[config.mk]
export PLATFORM = sky130hd
export DESIGN_NAME = control_unit_legv8_flat
export DESIGN_NICKNAME = d
export VERILOG_FILES = /design/src/rtl/control_unit_legv8_pkg.sv /design/src/rtl/control_unit_legv8_if.sv /design/src/rtl/legv8_const_gen.sv /design/src/rtl/control_unit_legv8.sv /design/src/flat_wrapper.sv
export SDC_FILE = /design/constraint.sdc
export NUM_CORES = 1
export LEC_CHECK = 0
export ABC_AREA = 1
export CORE_MARGIN = 4
export CORE_UTILIZATION = 40
export CTS_CLUSTER_SIZE = 10
export DETAILED_ROUTE_END_ITERATION = 8
export PLACE_DENSITY = 0.77
export SKIP_LAST_GASP = 1
export SYNTH_ARGS = -nofsm -noshare
export SYNTH_HDL_FRONTEND = slang
export SYNTH_SLANG_ARGS = --single-unit
[constraint.sdc]
create_clock -name clock -period 7.6 [get_ports clock]
set_input_delay 1.14 -clock clock [delete_from_list [all_inputs] [get_ports clock]]
set_output_delay 1.14 -clock clock [all_outputs]
set_load 0.05 [all_outputs]
[src/rtl/control_unit_legv8_pkg.sv]
// Shared encodings for the two-cycle LEGv8 control unit: opcodes, FS codes, control word layout.
// Defining LEGV8_BCOND_EN enables B.cond decode; without it that opcode decodes as illegal.
package control_unit_legv8_pkg;

  typedef enum logic [1:0] {
    S_FETCH   = 2'b00,
    S_EXECUTE = 2'b01
  } state_e;

  localparam logic [4:0] FS_AND  = 5'b00000;
  localparam logic [4:0] FS_ORR  = 5'b00100;
  localparam logic [4:0] FS_ADD  = 5'b01000;
  localparam logic [4:0] FS_SUB  = 5'b01001;
  localparam logic [4:0] FS_EOR  = 5'b01100;
  localparam logic [4:0] FS_PASSB = 5'b10000;
  localparam logic [4:0] FS_LSL  = 5'b10100;
  localparam logic [4:0] FS_LSR  = 5'b11000;
  localparam logic [4:0] FS_MOVK = 5'b11100;

  localparam logic [1:0] DS_ALU = 2'b00;
  localparam logic [1:0] DS_MEM = 2'b01;
  localparam logic [1:0] DS_PC4 = 2'b10;

  localparam logic [1:0] PC_NEXT = 2'b00;
  localparam logic [1:0] PC_REL  = 2'b01;
  localparam logic [1:0] PC_REG  = 2'b10;
  localparam logic [1:0] PC_HOLD = 2'b11;

  localparam logic [10:0] OP_ADD  = 11'b10001011000;
  localparam logic [10:0] OP_SUB  = 11'b11001011000;
  localparam logic [10:0] OP_ADDS = 11'b10101011000;
  localparam logic [10:0] OP_SUBS = 11'b11101011000;
  localparam logic [10:0] OP_AND  = 11'b10001010000;
  localparam logic [10:0] OP_ORR  = 11'b10101010000;
  localparam logic [10:0] OP_EOR  = 11'b11001010000;
  localparam logic [10:0] OP_ANDS = 11'b11101010000;
  localparam logic [10:0] OP_LSL  = 11'b11010011011;
  localparam logic [10:0] OP_LSR  = 11'b11010011010;
  localparam logic [10:0] OP_LDUR = 11'b11111000010;
  localparam logic [10:0] OP_STUR = 11'b11111000000;
  localparam logic [10:0] OP_BR   = 11'b11010110000;

  localparam logic [9:0] OP_ADDI  = 10'b1001000100;
  localparam logic [9:0] OP_ADDIS = 10'b1011000100;
  localparam logic [9:0] OP_SUBI  = 10'b1101000100;
  localparam logic [9:0] OP_SUBIS = 10'b1111000100;
  localparam logic [9:0] OP_ANDI  = 10'b1001001000;
  localparam logic [9:0] OP_ORRI  = 10'b1011001000;
  localparam logic [9:0] OP_EORI  = 10'b1101001000;
  localparam logic [9:0] OP_ANDIS = 10'b1111001000;

  localparam logic [8:0] OP_MOVZ = 9'b110100101;
  localparam logic [8:0] OP_MOVK = 9'b111100101;

  localparam logic [7:0] OP_CBZ   = 8'b10110100;
  localparam logic [7:0] OP_CBNZ  = 8'b10110101;
  localparam logic [7:0] OP_BCOND = 8'b01010100;

  localparam logic [5:0] OP_B  = 6'b000101;
  localparam logic [5:0] OP_BL = 6'b100101;

  // Field order fixes the bit positions: state[33:32] down to da[4:0].
  typedef struct packed {
    logic [1:0] state;
    logic       illegal;
    logic       memread;
    logic       irload;
    logic       movkeep;
    logic       statusload;
    logic [1:0] pcsel;
    logic [1:0] datasel;
    logic       memwrite;
    logic       regwrite;
    logic       bsel;
    logic [4:0] fs;
    logic [4:0] sb;
    logic [4:0] sa;
    logic [4:0] da;
  } ctrl_word_t;

  typedef enum logic [4:0] {
    C_ADD, C_SUB, C_ADDS, C_SUBS, C_AND, C_ORR, C_EOR, C_ANDS,
    C_ADDI, C_SUBI, C_ADDIS, C_SUBIS, C_ANDI, C_ORRI, C_EORI, C_ANDIS,
    C_LSL, C_LSR, C_LDUR, C_STUR, C_MOVZ, C_MOVK,
    C_CBZ, C_CBNZ, C_BCOND, C_B, C_BL, C_BR, C_ILLEGAL
  } instr_class_e;

  // Opcode widths differ per format, so try the widest field first.
  function automatic instr_class_e decode_class(input logic [31:0] instr);
    instr_class_e cls;
    cls = C_ILLEGAL;
    case (instr[31:21])
      OP_ADD:  cls = C_ADD;
      OP_SUB:  cls = C_SUB;
      OP_ADDS: cls = C_ADDS;
      OP_SUBS: cls = C_SUBS;
      OP_AND:  cls = C_AND;
      OP_ORR:  cls = C_ORR;
      OP_EOR:  cls = C_EOR;
      OP_ANDS: cls = C_ANDS;
      OP_LSL:  cls = C_LSL;
      OP_LSR:  cls = C_LSR;
      OP_LDUR: cls = C_LDUR;
      OP_STUR: cls = C_STUR;
      OP_BR:   cls = C_BR;
      default: cls = C_ILLEGAL;
    endcase
    if (cls == C_ILLEGAL) begin
      case (instr[31:22])
        OP_ADDI:  cls = C_ADDI;
        OP_ADDIS: cls = C_ADDIS;
        OP_SUBI:  cls = C_SUBI;
        OP_SUBIS: cls = C_SUBIS;
        OP_ANDI:  cls = C_ANDI;
        OP_ORRI:  cls = C_ORRI;
        OP_EORI:  cls = C_EORI;
        OP_ANDIS: cls = C_ANDIS;
        default:  cls = C_ILLEGAL;
      endcase
    end
    if (cls == C_ILLEGAL) begin
      case (instr[31:23])
        OP_MOVZ: cls = C_MOVZ;
        OP_MOVK: cls = C_MOVK;
        default: cls = C_ILLEGAL;
      endcase
    end
    if (cls == C_ILLEGAL) begin
      case (instr[31:24])
        OP_CBZ:   cls = C_CBZ;
        OP_CBNZ:  cls = C_CBNZ;
`ifdef LEGV8_BCOND_EN
        OP_BCOND: cls = C_BCOND;
`endif
        default:  cls = C_ILLEGAL;
      endcase
    end
    if (cls == C_ILLEGAL) begin
      case (instr[31:26])
        OP_B:    cls = C_B;
        OP_BL:   cls = C_BL;
        default: cls = C_ILLEGAL;
      endcase
    end
    return cls;
  endfunction

  function automatic logic [4:0] alu_fs(input instr_class_e cls);
    logic [4:0] fs;
    case (cls)
      C_ADD, C_ADDS, C_ADDI, C_ADDIS: fs = FS_ADD;
      C_SUB, C_SUBS, C_SUBI, C_SUBIS: fs = FS_SUB;
      C_ORR, C_ORRI:                  fs = FS_ORR;
      C_EOR, C_EORI:                  fs = FS_EOR;
      C_LSL:                          fs = FS_LSL;
      C_LSR:                          fs = FS_LSR;
      default:                        fs = FS_AND;
    endcase
    return fs;
  endfunction

  function automatic logic sets_flags(input instr_class_e cls);
    return (cls == C_ADDS) || (cls == C_SUBS) || (cls == C_ANDS) ||
           (cls == C_ADDIS) || (cls == C_SUBIS) || (cls == C_ANDIS);
  endfunction

  // flags: [0]=Z [1]=N [2]=C [3]=V; odd codes invert the even one, 111x is always.
  function automatic logic cond_met(input logic [3:0] cond, input logic [3:0] flags);
    logic z, n, c, v, base;
    z = flags[0];
    n = flags[1];
    c = flags[2];
    v = flags[3];
    case (cond[3:1])
      3'b000:  base = z;
      3'b001:  base = c;
      3'b010:  base = n;
      3'b011:  base = v;
      3'b100:  base = c & ~z;
      3'b101:  base = (n == v);
      3'b110:  base = ~z & (n == v);
      default: base = 1'b1;
    endcase
    return (cond[3:1] == 3'b111) ? 1'b1 : (base ^ cond[0]);
  endfunction

endpackage

[src/rtl/control_unit_legv8_if.sv]
// Instruction/status inputs and control word/constant outputs of the LEGv8 control unit.
// master drives the instruction side; slave is the control unit itself.
interface control_unit_legv8_if;
  logic [31:0] instruction;
  logic [4:0]  status;
  logic [33:0] ControlWord;
  logic [63:0] constant;

  modport master (output instruction, output status, input ControlWord, input constant);
  modport slave  (input instruction, input status, output ControlWord, output constant);
endinterface

[src/rtl/legv8_const_gen.sv]
// Immediate extraction for every LEGv8 format; zero for formats without an immediate.
// B.cond immediates exist only when LEGV8_BCOND_EN is defined (via the shared decoder).
module legv8_const_gen
  import control_unit_legv8_pkg::*;
(
  input  logic [31:0] instruction,
  output logic [63:0] constant
);

  instr_class_e cls;
  logic [63:0]  mov_imm;

  assign cls     = decode_class(instruction);
  assign mov_imm = {48'd0, instruction[20:5]} << {instruction[22:21], 4'b0000};

  always_comb begin
    constant = '0;
    case (cls)
      C_ADDI, C_SUBI, C_ADDIS, C_SUBIS, C_ANDI, C_ORRI, C_EORI, C_ANDIS:
        constant = {52'd0, instruction[21:10]};
      C_LSL, C_LSR:
        constant = {58'd0, instruction[15:10]};
      C_LDUR, C_STUR:
        constant = {{55{instruction[20]}}, instruction[20:12]};
      C_MOVZ, C_MOVK:
        constant = mov_imm;
      C_CBZ, C_CBNZ, C_BCOND:
        constant = {{43{instruction[23]}}, instruction[23:5], 2'b00};
      C_B, C_BL:
        constant = {{36{instruction[25]}}, instruction[25:0], 2'b00};
      default:
        constant = '0;
    endcase
  end

endmodule

[src/rtl/control_unit_legv8.sv]
// Two-state (FETCH/EXECUTE) LEGv8 control unit producing a 34-bit control word and a 64-bit constant.
// B.cond decode is enabled by defining LEGV8_BCOND_EN.
module control_unit_legv8
  import control_unit_legv8_pkg::*;
(
  input logic                 clock,
  input logic                 reset,
  control_unit_legv8_if.slave cu
);

  state_e       state, state_next;
  instr_class_e cls;
  ctrl_word_t   cw;
  logic [63:0]  imm;
  logic [4:0]   rd, rn, rm;

  assign rd  = cu.instruction[4:0];
  assign rn  = cu.instruction[9:5];
  assign rm  = cu.instruction[20:16];
  assign cls = decode_class(cu.instruction);

  legv8_const_gen u_const_gen (
    .instruction (cu.instruction),
    .constant    (imm)
  );

  always_ff @(posedge clock) begin
    if (reset) state <= S_FETCH;
    else       state <= state_next;
  end

  // Everything below is combinational, so a reset in EXECUTE leaves nothing pending.
  always_comb begin
    state_next = S_FETCH;
    cw         = '0;
    case (state)
      S_FETCH: begin
        state_next = S_EXECUTE;
        cw.state   = S_FETCH;
        cw.irload  = 1'b1;
        cw.memread = 1'b1;
        cw.pcsel   = PC_HOLD;
      end
      S_EXECUTE: begin
        state_next = S_FETCH;
        cw.state   = S_EXECUTE;
        cw.pcsel   = PC_NEXT;
        cw.datasel = DS_ALU;
        case (cls)
          C_ADD, C_SUB, C_ADDS, C_SUBS, C_AND, C_ORR, C_EOR, C_ANDS: begin
            cw.da         = rd;
            cw.sa         = rn;
            cw.sb         = rm;
            cw.fs         = alu_fs(cls);
            cw.regwrite   = 1'b1;
            cw.statusload = sets_flags(cls);
          end
          C_ADDI, C_SUBI, C_ADDIS, C_SUBIS, C_ANDI, C_ORRI, C_EORI, C_ANDIS,
          C_LSL, C_LSR: begin
            cw.da         = rd;
            cw.sa         = rn;
            cw.fs         = alu_fs(cls);
            cw.bsel       = 1'b1;
            cw.regwrite   = 1'b1;
            cw.statusload = sets_flags(cls);
          end
          C_LDUR: begin
            cw.da       = rd;
            cw.sa       = rn;
            cw.fs       = FS_ADD;
            cw.bsel     = 1'b1;
            cw.memread  = 1'b1;
            cw.datasel  = DS_MEM;
            cw.regwrite = 1'b1;
          end
          C_STUR: begin
            cw.sa       = rn;
            cw.sb       = rd;
            cw.fs       = FS_ADD;
            cw.bsel     = 1'b1;
            cw.memwrite = 1'b1;
          end
          C_MOVZ: begin
            cw.da       = rd;
            cw.fs       = FS_PASSB;
            cw.bsel     = 1'b1;
            cw.regwrite = 1'b1;
          end
          C_MOVK: begin
            cw.da       = rd;
            cw.sa       = rd;
            cw.fs       = FS_MOVK;
            cw.movkeep  = 1'b1;
            cw.bsel     = 1'b1;
            cw.regwrite = 1'b1;
          end
          C_CBZ, C_CBNZ: begin
            cw.sa    = rd;
            cw.sb    = 5'd31;
            cw.fs    = FS_ORR;
            cw.pcsel = (cu.status[4] ^ (cls == C_CBNZ)) ? PC_REL : PC_NEXT;
          end
`ifdef LEGV8_BCOND_EN
          C_BCOND: begin
            cw.pcsel = cond_met(cu.instruction[3:0], cu.status[3:0]) ? PC_REL : PC_NEXT;
          end
`endif
          C_B: begin
            cw.pcsel = PC_REL;
          end
          C_BL: begin
            cw.pcsel    = PC_REL;
            cw.da       = 5'd30;
            cw.datasel  = DS_PC4;
            cw.regwrite = 1'b1;
          end
          C_BR: begin
            cw.sa    = rn;
            cw.pcsel = PC_REG;
          end
          default: begin
            cw.illegal = 1'b1;
          end
        endcase
      end
      default: state_next = S_FETCH;
    endcase
  end

  assign cu.ControlWord = cw;
  assign cu.constant    = (state == S_EXECUTE) ? imm : 64'd0;

endmodule

[src/flat_wrapper.sv]
// flat-port wrapper written by rule: the top's interface ports become plain ports
module control_unit_legv8_flat import control_unit_legv8_pkg::*;
  (clock, reset, cu_instruction, cu_status, cu_ControlWord, cu_constant);
  control_unit_legv8_if cu_i ();
  input logic clock;
  input logic reset;
  input wire logic [$bits(cu_i.instruction)-1:0] cu_instruction;
  input wire logic [$bits(cu_i.status)-1:0] cu_status;
  output wire logic [$bits(cu_i.ControlWord)-1:0] cu_ControlWord;
  output wire logic [$bits(cu_i.constant)-1:0] cu_constant;
  assign cu_i.instruction = cu_instruction;
  assign cu_i.status = cu_status;
  assign cu_ControlWord = cu_i.ControlWord;
  assign cu_constant = cu_i.constant;
  control_unit_legv8 u_core (.clock(clock), .reset(reset), .cu(cu_i));
endmodule
# --- Yosys cells after proc, flatten, opt, wreduce, memory -nomap -nowiden ---
# Memories as Yosys holds them, arrays and structs flattened.
# Cells that the tools add are included.
totals:
  reg_bits: 2
  rom_bits: 256
  wordCells: 120
  n_memories: 2
classes:
  n_eq_ne: 59
  shifts: 1
  mux: 33
  bitwise: 1
  n_reduce_logical: 23
memory_table:
  columns: ["memory", "depth", "width", "rd", "rd_ports_with_merged_regs", "wr", "line_no", "text"]
  rows:
  - ["(no name shown)", 32, 4, 1, 0, 0, "control_unit_legv8_pkg.sv:150", "case (cls)"]
  - ["(no name shown)", 32, 4, 1, 0, 0, "control_unit_legv8_pkg.sv:150", null]
op_table:
  columns: ["cell", "n"]
  rows:
  - ["one-hot mux 64 bit (6 select lines)", 1]
  - ["== test 11 bit, second input constant", 13]
  - ["== test 10 bit, second input constant", 8]
  - ["== test 5 bit, second input constant", 16]
  - ["one-hot mux 5 bit (13 select lines)", 1]
  - ["two-way mux 64 bit", 1]
  - ["<< shifter 16 x 6 -> 64 bit", 1]
  - ["OR reduction 21 bit", 2]
  - ["== test 5 x 4 -> 1 bit, second input constant", 8]
  - ["one-hot mux 5 bit (8 select lines)", 1]
  - ["one-hot mux 5 bit (6 select lines)", 1]
  - ["OR reduction 27 bit", 1]
  - ["two-way mux 25 bit", 1]
  - ["OR reduction 22 bit", 1]
  - ["== test 5 x 3 -> 1 bit, second input constant", 4]
  - ["two-way mux 5 bit", 4]
  - ["one-hot mux 5 bit (2 select lines)", 2]
  - ["== test 9 bit, second input constant", 2]
  - ["OR reduction 18 bit", 1]
  - ["== test 8 bit, second input constant", 2]
  - ["one-hot mux 4 bit (2 select lines)", 2]
  - ["OR reduction 8 bit", 2]
  - ["one-hot mux 5 bit (3 select lines)", 1]
  - ["OR reduction 14 bit", 1]
  - ["18 further kinds", 40]

# --- Longest topological paths before layout ---
# Gate-level depths: netlist of the first run.
logic_depth:
  depth_word: 18
  mapped_depth: 25
  depth_no_buf: 23

# --- Hierarchy ---
# Synthesis of the first run repeated with hierarchy kept, for this count alone.
unflattened:
  hier_cells: 743
  area_unflattened_um2: 3664.8
modules_own_cells:
  columns: ["module", "n_inst", "cells_each", "area_per_inst_um2"]
  rows:
  - ["control_unit_legv8", 1, 402, 1910.6]
  - ["legv8_const_gen", 1, 341, 1754.2]

# --- Worst setup path before layout of the first run ---
# No wires, ideal clock.
synth_timing:
  kind: "in2out"
  startpoint: "input port cu_instruction[21]"
  endpoint: "output port cu_ControlWord[1]"
  t_arrival_ns: 4.421
  required_time_ns: 6.460
  path_slack_ns: 2.039
  path_stages: 21
  n_path_buf: 2
  path_cell_list: "buf_4 > nor2_1 > nand2_1 > inv_2 > nand3_1 > nand2_1 > inv_2 > o2111ai_1 > a211oi_1 > o21ai_0 > a21oi_1 > o21ai_0 > inv_1 > ha_1 > buf_1 > inv_1 > nor2_1 > nand2_1 > nor2_1 > inv_1 > nand2_1"
synth_between:
  elab_chain_cells: 14
  elab_cells_between_ends: 47
synth_lines:
  columns: ["item", "line_no", "text"]
  rows:
  - ["from (decl)", "flat_wrapper.sv:7", "input wire logic [$bits(cu_i.instruction)-1:0] cu_instruction;"]
  - ["== test 11 bit", "control_unit_legv8_pkg.sv:92", "case (instr[31:21])"]
  - ["one-hot mux 5 bit (13 select lines) *", "control_unit_legv8_pkg.sv:92", null]
  - ["== test 5 bit", "control_unit_legv8_pkg.sv:108", "if (cls == C_ILLEGAL) begin"]
  - ["two-way mux 5 bit *", "control_unit_legv8_pkg.sv:108", null]
  - ["== test 5 bit", "control_unit_legv8_pkg.sv:121", "if (cls == C_ILLEGAL) begin"]
  - ["two-way mux 5 bit *", "control_unit_legv8_pkg.sv:121", null]
  - ["== test 5 bit", "control_unit_legv8_pkg.sv:128", "if (cls == C_ILLEGAL) begin"]
  - ["two-way mux 5 bit *", "control_unit_legv8_pkg.sv:128", null]
  - ["== test 5 bit", "control_unit_legv8_pkg.sv:138", "if (cls == C_ILLEGAL) begin"]
  - ["two-way mux 5 bit *", "control_unit_legv8_pkg.sv:138", null]
  - ["== test 5 x 1 -> 1 bit (tied with other cells)", "control_unit_legv8.sv:49", "case (cls)"]
  - ["OR reduction 21 bit (no line)", null, null]
  - ["one-hot mux 5 bit (2 select lines) *", "control_unit_legv8.sv:49", null]
  - ["two-way mux 25 bit *", "control_unit_legv8.sv:36", "case (state)"]
  - ["to (decl)", "flat_wrapper.sv:9", "output wire logic [$bits(cu_i.ControlWord)-1:0] cu_ControlWord;"]
# Mark *: on every way between the ends. The rest lies on a longest branch, timed or not.

# --- Final worst setup path of the first run ---
layout_timing:
  startpoint: "input port cu_instruction[21]"
  endpoint: "output port cu_constant[4]"
layout_between:
  elab_chain_cells: 14
  elab_cells_between_ends: 50
layout_lines:
  columns: ["item", "line_no", "text"]
  rows:
  - ["== test 11 bit", "control_unit_legv8_pkg.sv:92", null]
  - ["one-hot mux 5 bit (13 select lines)", "control_unit_legv8_pkg.sv:92", null]
  - ["== test 5 bit", "control_unit_legv8_pkg.sv:108", null]
  - ["two-way mux 5 bit", "control_unit_legv8_pkg.sv:108", null]
  - ["== test 5 bit", "control_unit_legv8_pkg.sv:121", null]
  - ["two-way mux 5 bit", "control_unit_legv8_pkg.sv:121", null]
  - ["== test 5 bit", "control_unit_legv8_pkg.sv:128", null]
  - ["two-way mux 5 bit", "control_unit_legv8_pkg.sv:128", null]
  - ["== test 5 bit", "control_unit_legv8_pkg.sv:138", null]
  - ["two-way mux 5 bit", "control_unit_legv8_pkg.sv:138", null]
  - ["== test 5 x 4 -> 1 bit or == test 5 bit (tied branches)", "legv8_const_gen.sv:18", "case (cls)"]
  - ["OR reduction 8 bit (tied with other cells)", "legv8_const_gen.sv:18", null]
  - ["one-hot mux 64 bit (6 select lines) *", "legv8_const_gen.sv:18", null]
  - ["two-way mux 64 bit *", "control_unit_legv8.sv:131", "assign cu.constant = (state == S_EXECUTE) ? imm : 64'd0;"]
  - ["to (decl)", "flat_wrapper.sv:10", "output wire logic [$bits(cu_i.constant)-1:0] cu_constant;"]
# Marks and branches as above.

==> results.py, run 1 <==
metrics = {
    "logic_synthesis": {
        "yosysTopAreaCellShare_pct": 19.2,
        "ys_warn_count": 0,
        "ys_types": 39,
        "netlist_instances": 628,
        "synth.avg_cell_area_um2": 4.99,
        "ys_top_cells_by_area": "nand2_1 19%, nor2_1 10%, nand4_1 9.0%, a21oi_2 8.4%, inv_1 7.8%",
        "synth_top_area_cell": "nand2_1",
        "synth_edf_count": 0,
        "async_reset_ff_share_pct": 0,
        "synth_seq_cells": 1,
        "ys_seq_area_share_pct": 0.639,
        "netlist_area_um2": 3130,
        "ys.flop_type": "dfxtp_1",
    },
    "worst_setup_path": {
        "arrival_ns": 5.78,
        "cp.required_ns": 6.46,
        "path_class": "in -> out",
        "worstPathMaxFanout": 12,
        "crit_path_start_kind": "input port",
        "end_kind": "primary output",
    },
    "floorplan": {
        "die_h_um": 96.5,
        "pin_count": 137,
        "die_w_um": 96.5,
        "core_area_um2": 7690,
        "num_rows": 32,
        "die_area_um2": 9310,
        "start_util_pct": 40.8,
    },
    "timing": {
        "fin_setup_tns_ns": 0,
        "hold_viol": 0,
        "worstMarginPinSlew_ns": 0.974,
        "max_slew_margin_pct": 35.0,
        "max_freq_ghz": 0.144,
        "period_share_pct": 91.1,
        "fin_ws_ns": 0.678,
        "rsz0062_at_grt": "false",
        "final_max_slew_viol_count": 0,
        "skew_ns": 0,
        "setup_viol": 0,
        "period_minus_slack_ns": 6.92,
    },
    "run": {
        "max-cap-violations": 0,
    },
    "power": {
        "seq_power_share_pct": 6.5,
        "cellPowerDensity_nw_per_um2": 31.8,
        "p_int_uw": 42.6,
        "power_frac_comb_pct": 93.5,
        "p_leak_uw": 0.00200,
        "p_sw_share_pct": 68.2,
        "clockPowerShare_pct": 0,
        "ir_drop_mv": 0.0441,
        "p_switching_uw": 91.2,
    },
    "cts": {
        "post_cts.repair.setup_buffers": 0,
        "cts_resized": 0,
        "ctsHoldBuffers": 0,
        "clock_latency_ns": 0,
        "clkTransAtPathRegs_ns": 0,
    },
    "grt": {
        "grt_first_pass_wirelength_mm": 20.0,
        "grt_start_max_net_pins": 72,
        "first_global_vias": 3954,
        "gr-total-overflow": 0,
        "track_usage_pct": 26.3,
        "antenna_found_initial": 0,
    },
    "layout": {
        "reg.largest.list": "u_core.state x1",
        "largest-register": "u_core.state",
        "layout.cells.non_filler": 818,
        "fin_area_um2": 4210,
        "largest_reg_flops": 1,
        "area_growth_pct": 34.3,
        "antenna_cells": 0,
        "drive_gt1_share_pct": 19.3,
        "nNetsFinal": 761,
    },
    "detailed_routing": {
        "via_count": 4485,
        "via_per_inst": 5.48,
        "route.detailed.drc": 0,
        "ant_nets": 0,
        "wirelength_mm": 12.9,
        "dr.pass1.iters": 7,
        "wl_per_cell_um": 15.7,
        "drt_iter0_markers": 257,
    },
    "placement": {
        "dp_hpwl_mm": 9.72,
        "place_area_um2": 4210,
        "routabilityCongestion": 0.895,
        "pre_cts_ws_ns": 0.731,
        "dp.cells": 818,
        "portBuffers": 130,
    },
    "run_status": {
        "status": "completed",
    },
    "min_path": {
        "hold_class": "reg -> reg",
    },
}
power groups by stage:
stage                     Clock, µW  Sequential (µW)  Combinational, µW
after global routing              0             8.93                133
after CTS                         0             8.73                124
after global placement            0             8.72                123
final                             0             8.71                125
after floorplan                   0             7.22               75.9
after detailed placement          0             8.73                123
synthesized netlist by cell type (5+ instances only):
library cell / number
nor3_1: 22
a21oi_2: 30
inv_2: 13
nand3_1: 47
o211ai_1: 7
nand4_1: 45
nor2_1: 85
buf_4: 7
a31oi_1: 5
buf_2: 8
nand2_1: 160
inv_1: 65
o21ai_0: 13
clkbuf_1: 24
nand2_2: 10
a21oi_1: 43
path summary, 6_finish.rpt:
check,startpoint,to,slack (ns),cells past startpoint
worst max-delay path,cu_instruction[21],cu_constant[4],0.68,22
worst min-delay path,u_core.state[0],u_core.state[0],0.85,1
worst max register to register,u_core.state[0],u_core.state[0],6.40,1
worst min register to register,u_core.state[0],u_core.state[0],0.85,1
logic make-up (layout without fill, tap and decap cells):
family / after synthesis / in the layout / share of synthesized area [%]
AND/OR/NAND/NOR: 383 / 383 / 55.9
buffers and inverters: 127 / 214 / 17.5
AO/OA/AOI/OAI: 111 / 111 / 24.0
adder cells (fa/ha/maj): 4 / 4 / 1.60
other: 1 / 2 / 0.120
XOR/XNOR: 1 / 1 / 0.280
flip-flops: 1 / 1 / 0.639
placed cells by master (no fill, tap or decap), types with 4 or more instances in the layout:
| cell | count |
|---|---|
| nor2_1 | 85 |
| nand2_1 | 160 |
| inv_1 | 65 |
| o211ai_1 | 7 |
| clkdlybuf4s50_1 | 67 |
| nand3_1 | 47 |
| buf_4 | 66 |
| o21ai_0 | 13 |
| a21oi_2 | 30 |
| inv_2 | 13 |
| nand3_2 | 4 |
| nand2_2 | 10 |
| ha_1 | 4 |
| a21oi_1 | 43 |
| nand4_1 | 45 |
| nor3_1 | 22 |
| a31oi_1 | 5 |
critical path, cell delays in order:
cell,delay [ns]
clkdlybuf4s50_1,0.79
nor2_1,0.15
nand2_1,0.14
inv_2,0.06
nand3_1,0.08
nand2_1,0.10
inv_2,0.08
o2111ai_1,0.09
a211oi_1,0.17
o21ai_0,0.11
a21oi_1,0.13
o21ai_0,0.20
ha_1,0.35
inv_1,0.08
nor2_1,0.09
o21ai_0,0.47
nand3_1,0.26
inv_1,0.22
nor2_1,0.07
nor2_1,0.17
nor2_1,0.06
clkdlybuf4s50_1,0.74
area by class of cell:
type                            instances  area (µm²)
Sequential cell                         1        20.0
Multi-Input combinational cell        501        2570
Inverter                               80         305
Fill cell                             838        3480
Timing Repair Buffer                  134        1190
Tap cell                              102         128
per-stage QoR:
step | hold slack, ns | utilization (%) | total power, µW
final | 0.851 | 54.7 | 134
after global routing | 0.939 | 54.7 | 142
after CTS | 0.862 | 54.7 | 132
after detailed placement | 0.861 | 54.7 | 132
after global placement | 0.840 | 54.7 | 131
after floorplan | 1.05 | - | 83.1
layer usage:
layer | GRT usage (%) | part of all wire [%] | up-vias
met1 | 36.3 | 42 | 1977
li1 | - | - | 2251
met2 | 44.6 | 46 | 241
met3 | 3.18 | 11 | 16
met4 | 3.86 | 1.1 | 0
met5 | 0 | 0 | -
No activity file was read; power rests on OpenSTA's default activity.
==> run 2: changes to the inputs <==
--- a/config.mk
+++ b/config.mk
@@ -6,9 +6,8 @@
 export NUM_CORES = 1
 export LEC_CHECK = 0
 export ABC_AREA = 1
-export CORE_MARGIN = 4
+export CORE_MARGIN = 1.5
 export CORE_UTILIZATION = 40
-export CTS_CLUSTER_SIZE = 10
 export DETAILED_ROUTE_END_ITERATION = 8
 export PLACE_DENSITY = 0.77
 export SKIP_LAST_GASP = 1
==> run 2 against run 1 <==
Global-route usage increased by 1.9 points. Register-to-register slack lost 0.04 ns. Sequential power is 0.9% higher. Flip-flop and latch count did not move. Critical endpoint is now cu_constant[25]. First-iteration DRC count up 22%. Hold slack improved by 0.025 ns. Fmax is 1.1% lower. Critical path type unchanged. Via count increased by 2.4%.
==> results.py, run 2 (synthesis gave the netlist of run 1 again) <==
metrics = {
    "run_status": {
        "status": "completed",
    },
    "layout": {
        "mostFrequentLayoutCell": "nand2_1",
        "largest_reg_flops": 1,
        "nNetsFinal": 763,
        "fin_area_um2": 4230,
        "layout.cells.non_filler": 820,
        "reg.largest.list": "u_core.state x1",
        "largest-register": "u_core.state",
        "antenna_cells": 0,
        "drive_gt1_share_pct": 19.4,
        "final_cell_mix": "160 x nand2_1, 85 x nor2_1, 68 x clkdlybuf4s50_1, 67 x buf_4, 65 x inv_1",
        "area_growth_pct": 34.9,
    },
    "timing": {
        "rsz0062_at_grt": "false",
        "period_share_pct": 92.1,
        "setup_viol": 0,
        "final_max_slew_viol_count": 0,
        "fin_setup_tns_ns": 0,
        "max_slew_margin_pct": 33.3,
        "skew_ns": 0,
        "max_freq_ghz": 0.143,
        "worstMarginPinSlew_ns": 1.00,
        "hold_viol": 0,
        "period_minus_slack_ns": 7.00,
    },
    "detailed_routing": {
        "via_per_inst": 5.60,
        "wl_per_cell_um": 15.0,
        "wirelength_mm": 12.3,
        "dr.pass1.iters": 5,
        "drt_iter0_markers": 313,
        "ant_nets": 0,
        "route.detailed.drc": 0,
        "via_count": 4594,
    },
    "cts": {
        "ctsHoldBuffers": 0,
        "clock_latency_ns": 0,
        "cts_resized": 0,
        "post_cts.repair.setup_buffers": 0,
        "clkTransAtPathRegs_ns": 0,
    },
    "placement": {
        "dp.cells": 820,
        "routabilityCongestion": 0.883,
        "portBuffers": 130,
        "dp_hpwl_mm": 9.15,
        "place_area_um2": 4230,
    },
    "worst_setup_path": {
        "path_class": "in -> out",
        "r2r-end": "u_core.state[0]",
        "cp.required_ns": 6.46,
        "path_cells": "clkdlybuf4s50_1 > nor2_1 > nand2_1 > inv_2 > nand3_1 > nand2_1 > inv_2 > o2111ai_1 > a211oi_1 > o21ai_0 > a21oi_1 > o21ai_0 > inv_1 > ha_1 > buf_4 > o211ai_4 > nor2_2 > inv_2 > o21ai_0 > o21a_1 > clkdlybuf4s50_1",
        "crit_path_start_kind": "input port",
        "reg2reg_slack_ns": 6.36,
        "end_kind": "primary output",
        "crit_path_start": "cu_instruction[21]",
        "worst-path-buf-inv": 7,
        "arrival_ns": 5.86,
        "slowest_stage": "clkdlybuf4s50_1",
        "worstPathMaxFanout": 17,
        "ff2ff_path_depth": 1,
        "crit_family": "buffers and inverters",
        "reg2reg_from": "u_core.state[0]",
        "critPathMaxStageDelay_ns": 0.86,
    },
    "min_path": {
        "min_path_cells": 1,
        "hold_class": "reg -> reg",
        "hold_end": "u_core.state[0]",
        "min_from": "u_core.state[0]",
    },
    "power": {
        "cellPowerDensity_nw_per_um2": 31.7,
        "p_leak_uw": 0.00201,
        "ir_drop_mv": 0.0386,
    },
    "grt": {
        "antenna_found_initial": 0,
        "track_usage_pct": 28.2,
        "grt_start_max_net_pins": 72,
        "first_global_vias": 4015,
        "gr-total-overflow": 0,
        "grt_first_pass_wirelength_mm": 19.9,
    },
    "floorplan": {
        "num_rows": 32,
        "pin_count": 137,
        "die_area_um2": 8370,
        "die_h_um": 91.5,
        "core_area_um2": 7650,
        "start_util_pct": 41.0,
        "die_w_um": 91.5,
    },
    "run": {
        "max-cap-violations": 0,
    },
}
## run 2: per-stage QoR
stage	util, %	worst slack [ns]	power, µW	hold WS, ns
after CTS	55.3	0.657	132	0.883
after detailed placement	55.3	0.664	132	0.886
after global placement	55.3	0.705	131	0.840
after floorplan	-	2.04	83.1	1.05
after global routing	55.3	0.227	142	0.966
final	55.3	0.600	134	0.876
## run 2: area by class of cell
type                    instances  area, µm²
well taps                     102        128
fillers                       821       3420
inverters                      80        305
multi-input cells             501       2570
flip-flops and latches          1       20.0
repair buffers                136       1200
## run 2: worst max-delay path by stage
stage                     cells after the start  slack [ns]                end
after floorplan                              21        2.04  cu_ControlWord[1]
after global placement                       21        0.70    cu_constant[25]
after detailed placement                     22        0.66     cu_constant[4]
after CTS                                    22        0.66     cu_constant[4]
after global routing                         19        0.23     cu_constant[4]
final                                        21        0.60    cu_constant[25]
## run 2: layer usage
layer  routed length (µm)  vias to the layer above  GRT usage, %
li1                     -                     2256             -
met1                 5410                     2063          39.7
met2                 5550                      250          47.2
met3                 1110                       25          1.34
met4                  236                        0          5.99
met5                    0                        -             0
## run 2: where the power goes
group	total, µW	switching, µW	internal (µW)
logic	125	87.9	37.1
registers	8.79	3.06	5.73
clock network	0	0	0
total	134	91.0	42.8
